## config.mk

```make
export PLATFORM = sky130hd
export DESIGN_NAME = csa_final_adder
export DESIGN_NICKNAME = d
export VERILOG_FILES = /design/src/rtl/csa_pkg.sv /design/src/rtl/csa_3to2_row.sv /design/src/rtl/csa_final_adder.sv
export SDC_FILE = /design/constraint.sdc
export NUM_CORES = 1
export LEC_CHECK = 0
export ABC_AREA = 1
export CORE_MARGIN = 4
export CORE_UTILIZATION = 40
export CTS_CLUSTER_DIAMETER = 100
export DETAILED_ROUTE_END_ITERATION = 10
export SYNTH_ARGS = -nofsm -noshare
export SYNTH_HDL_FRONTEND = slang
export SYNTH_SLANG_ARGS = --single-unit
```

## constraint.sdc

```tcl
create_clock -name clk -period 7.05 [get_ports clk]
set_input_delay 1.41 -clock clk [delete_from_list [all_inputs] [get_ports clk]]
set_output_delay 1.41 -clock clk [all_outputs]
set_load 0.05 [all_outputs]
```

## src/rtl/csa_pkg.sv

```systemverilog
// Shared definitions for the carry-save final adder and future adder trees.
// Contents: result width helper, default carry-propagate split point,
// and the per-stage valid vector type.
package csa_pkg;

  // Default bit position where the carry-propagate add is split.
  localparam int unsigned SPLIT_DEFAULT = 24;

  // One valid flag per pipeline stage: [0]=S1, [1]=S2, [2]=S3 (output).
  typedef logic [2:0] stage_valid_t;

  // X + 2Y + 4Z peaks at 7*(2^width-1), which always fits width+3 bits.
  function automatic int unsigned sum_width(input int unsigned width);
    return width + 3;
  endfunction

endpackage

```

## src/rtl/csa_3to2_row.sv

```systemverilog
// Combinational 3:2 carry-save compressor row.
// Ports:
//   a, b, c : W-bit addends
//   s       : bitwise sum  a ^ b ^ c
//   cy      : majority(a, b, c) shifted left by one, truncated to W bits
// a + b + c == s + cy whenever the true total fits in W bits.
module csa_3to2_row #(
  parameter int unsigned W = 8
) (
  input  logic [W-1:0] a,
  input  logic [W-1:0] b,
  input  logic [W-1:0] c,
  output logic [W-1:0] s,
  output logic [W-1:0] cy
);

  logic [W-1:0] maj;

  assign s   = a ^ b ^ c;
  assign maj = (a & b) | (a & c) | (b & c);
  assign cy  = W'({maj, 1'b0});

endmodule

```

## src/rtl/csa_final_adder.sv

```systemverilog
// Final stage of the spatial-filter adder tree: resolves X + 2Y + 4Z.
// Three register stages: S1 = 3:2 carry-save row, S2 = lower-half
// carry-propagate add, S3 = upper-half add with the S2 carry (output).
// Valid/ready stream: the whole pipeline freezes while the output is
// presented but not accepted.
// Optional feature macro: CSA_FINAL_ROUND_EN -- when defined, the output is
// (sum + 2^(SHIFT-1)) >> SHIFT (round half up); otherwise SHIFT is ignored.
// Ports:
//   clk, rst             : clock, asynchronous active-high reset
//   in_valid, in_ready   : input handshake (in_ready is combinational)
//   X, Y, Z              : WIDTH-bit operands of weight 1, 2, 4
//   sum_valid, sum_ready : output handshake
//   sum                  : WIDTH+3-bit unsigned result
module csa_final_adder
  import csa_pkg::*;
#(
  parameter int unsigned WIDTH = 45,
  parameter int unsigned SPLIT = SPLIT_DEFAULT,
  parameter int unsigned SHIFT = 0
) (
  input  logic                        clk,
  input  logic                        rst,
  input  logic                        in_valid,
  output logic                        in_ready,
  input  logic [WIDTH-1:0]            X,
  input  logic [WIDTH-1:0]            Y,
  input  logic [WIDTH-1:0]            Z,
  output logic                        sum_valid,
  input  logic                        sum_ready,
  output logic [sum_width(WIDTH)-1:0] sum
);

  localparam int unsigned SW = sum_width(WIDTH);
  localparam int unsigned HW = SW - SPLIT;
  localparam int unsigned LW = SPLIT + 1;

  // Elaboration-time parameter range checks.
  if (SPLIT == 0 || SPLIT >= SW) begin : g_split_range
    $error("csa_final_adder: SPLIT must be in 1..WIDTH+2");
  end
  if (SHIFT > WIDTH) begin : g_shift_range
    $error("csa_final_adder: SHIFT must be in 0..WIDTH");
  end

  stage_valid_t vld;
  logic         stall;

  logic [SW-1:0] op_a;
  logic [SW-1:0] op_b;
  logic [SW-1:0] op_c;
  logic [SW-1:0] row_s;
  logic [SW-1:0] row_cy;
  logic [SW-1:0] s1_d;
  logic [SW-1:0] cy1_d;

  logic [SW-1:0] s1_q;
  logic [SW-1:0] cy1_q;

  logic [LW-1:0] lo_c;
  logic [SPLIT-1:0] lo_q;
  logic          carry_q;
  logic [HW-1:0] s_hi_q;
  logic [HW-1:0] cy_hi_q;

  logic [HW-1:0] hi_c;
  logic [SW-1:0] full_c;
  logic [SW-1:0] sum_d;
  logic [SW-1:0] sum_q;

  // Output-driven stall freezes every stage, valid flags included.
  assign stall     = vld[2] && !sum_ready;
  assign in_ready  = !stall;
  assign sum_valid = vld[2];
  assign sum       = sum_q;

  // Weighted, zero-extended operands.
  assign op_a = SW'(X);
  assign op_b = SW'({Y, 1'b0});
  assign op_c = SW'({Z, 2'b00});

  csa_3to2_row #(.W(SW)) u_row (
    .a  (op_a),
    .b  (op_b),
    .c  (op_c),
    .s  (row_s),
    .cy (row_cy)
  );

`ifdef CSA_FINAL_ROUND_EN
  // Rounding constant folded in as a fourth operand by a second 3:2 row;
  // with a constant third input this row reduces to a handful of gates.
  localparam logic [SW-1:0] RND = (SHIFT > 0) ? (SW'(1) << (SHIFT - 1)) : '0;

  csa_3to2_row #(.W(SW)) u_row_rnd (
    .a  (row_s),
    .b  (row_cy),
    .c  (RND),
    .s  (s1_d),
    .cy (cy1_d)
  );
`else
  assign s1_d  = row_s;
  assign cy1_d = row_cy;
`endif

  // Lower-half carry-propagate add; bit SPLIT is the carry into the upper half.
  assign lo_c = LW'(s1_q[SPLIT-1:0]) + LW'(cy1_q[SPLIT-1:0]);

  // Upper-half add completes the result.
  assign hi_c   = s_hi_q + cy_hi_q + HW'(carry_q);
  assign full_c = {hi_c, lo_q};

`ifdef CSA_FINAL_ROUND_EN
  assign sum_d = full_c >> SHIFT;
`else
  assign sum_d = full_c;
`endif

  // Pipeline registers; data only loads behind a valid beat.
  always_ff @(posedge clk or posedge rst) begin
    if (rst) begin
      vld     <= '0;
      s1_q    <= '0;
      cy1_q   <= '0;
      lo_q    <= '0;
      carry_q <= 1'b0;
      s_hi_q  <= '0;
      cy_hi_q <= '0;
      sum_q   <= '0;
    end else if (!stall) begin
      vld <= {vld[1], vld[0], in_valid};
      if (in_valid) begin
        s1_q  <= s1_d;
        cy1_q <= cy1_d;
      end
      if (vld[0]) begin
        lo_q    <= lo_c[SPLIT-1:0];
        carry_q <= lo_c[SPLIT];
        s_hi_q  <= s1_q[SW-1:SPLIT];
        cy_hi_q <= cy1_q[SW-1:SPLIT];
      end
      if (vld[1]) begin
        sum_q <= sum_d;
      end
    end
  end

endmodule

```

==> run summary <==
Vias in the first global route = 9687
Grt total ovfl = 0
Fin crit period = 4.307 ns
Fin Setup TNS = 0 ns
Global routing usage on met2 = 31.72%
Flop and latch count out of synthesis = 214
Hold buffer count at CTS = 0
Post-synthesis sequential area ratio = 44.70%
Power Density = 460.3 nW/µm²
Placer Congestion = 0.9218
Crit-path max FO = 5
Initial DRC count = 490
Synthesized net count = 1629
Worst hold start = cy1_q[39]$_DFFE_PP0P_
Fin. Hold Viols = 0
Met1 Use GR = 21.63%
Storage element area = 5355 µm²
Largest net degree at the start of global routing = 84
Worst Setup End Kind = primary output
Die width = 181.1 µm
Status = finished clean
Nets@finish = 1815
P_leak = 7.382 nW
Least-Margin Pin Slew = 0.8276 ns
Worst setup startpoint = sum_ready
First-pass GRT wire length = 47620 µm
I/O Pins = 189
Wirelength per Cell = 14.34 µm
TritonCTS Buffers = 25
Peak VDD IR = 164.0 µV
Slew Viols, Final = 0
Reg-to-Reg Start = vld[2]$_DFFE_PP0N_
Non-filler cells, final = 1991
Die ar. = 32790 µm²
DRC = 0
DR pass1 iterations = 5
HPWL after DPL = 21690 µm
Post-Synthesis Cells = 1398
Routed wire length = 28550 µm
Final setup fails = 0
FP Rows = 63
RSZ-0062 raised after global routing = no
Setup bufs post-CTS = 0
Type of origin of the critical path = input port
Die Y = 181.1 µm
Post-synth EDFFs = 0
Layout cell share with drive strength beyond 1 = 8.869%
Final worst path period share = 61.09%
Core Util, Final = 50.74%
Detailed-route vias per instance = 4.738
Post-synthesis async set-or-reset flop share = 100.0%
Initial antenna violation count = 0
Dpl cells = 1947
Max Buffers Root-to-Sink = 3
Max Fclk = 0.2322 GHz
CTS tree = built
I/O Buffers = 188
Diodes inserted = 0
GRT Overall Usage = 17.44%
Post-synthesis cell area = 11980 µm²
Worst-path clk slew = 0.06 ns
Pre-CTS setup slack = 2.743 ns
Post-CTS sizing = 0
Commonest non-fill, non-tap cells in the layout = nand2_1, dfrtp_1, clkdlybuf4s50_1
Total number of vias = 9434
CTS root buffer = clkbuf_16
# fillers = 2897
Met3 Track Usage GR = 2.396%
H-tree levels = 1
Netlist cell types = 35
Latest clock arrival within the worst-skew pair = 0.51 ns
Worst Path Arrival = 2.90 ns
Area grow syn2layout = 25.18%
CTS sink count = 214
Commonest non-fill, non-tap cell in the layout = nand2_1
Most used routing layer = met2
WS Path Type = input port to primary output
Pwr Total = 6.904 mW
Initial core utilization = 40.53%
Max-Cap Viols = 0
Synth Warn # = 0
Syn Area/Cell = 8.570 µm²
Setup ws final = 2.743 ns
ANT nets after route = 0
Max-slew headroom = 44.83%
Placeable Area = 29560 µm²
Worst Skew = 0.01291 ns
Footprint of the multi-input gates = 5734 µm²
WP data required = 5.64 ns
Hold crit path type = flip-flop to flip-flop
Primary FF master, synth = dfrtp_1
## routing by layer
metal / wire (µm) / vias up
li1: - / 4730
met1: 12080 / 4442
met5: 0 / -
met2: 14370 / 206
met4: 905 / 0
met3: 1197 / 56
## power breakdown
part	total, mW	leakage (nW)	switching [mW]	internal, mW
Sequential	1.99	2.54	0.270	1.72
Combinational	3.65	4.43	2.34	1.30
Clock	1.26	0.402	0.488	0.775
Total	6.90	7.38	3.10	3.80
## worst paths after layout
kind | to | cells past startpoint | slack, ns
worst max-delay path | in_ready | 4 | 2.74
worst min-delay path | cy_hi_q[15]$_DFFE_PP0P_ | 2 | 0.46
worst max register to register | cy1_q[36]$_DFFE_PP0P_ | 6 | 4.57
worst min register to register | cy_hi_q[15]$_DFFE_PP0P_ | 2 | 0.46
max in group asynchronous | cy1_q[16]$_DFFE_PP0P_ | 3 | 4.38
min in group asynchronous | cy_hi_q[4]$_DFFE_PP0P_ | 2 | 1.40
## synthesized netlist by cell type (9+ instances only)
master / n / share of area (%)
a21oi_1: 51 / 2.1
buf_2: 14 / 0.58
clkbuf_1: 9 / 0.28
dfrtp_1: 214 / 45
fa_1: 46 / 7.7
ha_1: 46 / 4.8
inv_1: 173 / 5.4
mux2_2: 58 / 5.5
nand2_1: 485 / 15
nand3_1: 58 / 2.4
nand3b_1: 13 / 0.81
nor2_1: 90 / 2.8
nor2_2: 9 / 0.47
o21ai_0: 53 / 2.2
xnor2_1: 11 / 0.80
## flip-flops by register name, indices dropped and copies added (netlist names)
register  count
sum          48
s1_q         47
cy1_q        45
lo_q         24
cy_hi_q      23
s_hi_q       23
vld           3
carry_q       1
## stage by stage
| stage | hold WS [ns] | instance area (µm²) |
|---|---|---|
| global route | 0.4851 | 15000 |
| detailed placement | 0.4585 | 14180 |
| global placement | 0.4531 | 14180 |
| floorplan | 0.4422 | 11990 |
| CTS | 0.4609 | 15000 |
| finish | 0.4624 | 15000 |
## logic make-up after synthesis
group           synth area share [%]
simple gates                   23.60
flops                          44.70
buf+inv                        7.446
compound gates                 5.368
fa+ha+maj                      12.49
mux                            5.451
xor+xnor                      0.9503
## final cells by class
type | instances | share of cell area, %
Tap cell | 390 | 3.254
Inverter | 176 | 4.430
Multi-Input combinational cell | 971 | 38.23
Sequential cell | 214 | 35.71
Clock inverter | 9 | 0.6757
Timing Repair Buffer | 196 | 12.95
Clock buffer | 35 | 4.755
## worst max-delay path: stages
cell             delay, ns
clkdlybuf4s50_1       0.50
nor2_4                0.07
inv_2                 0.10
clkdlybuf4s50_1       0.81
Note: power is estimated with default switching activity, not from simulation.
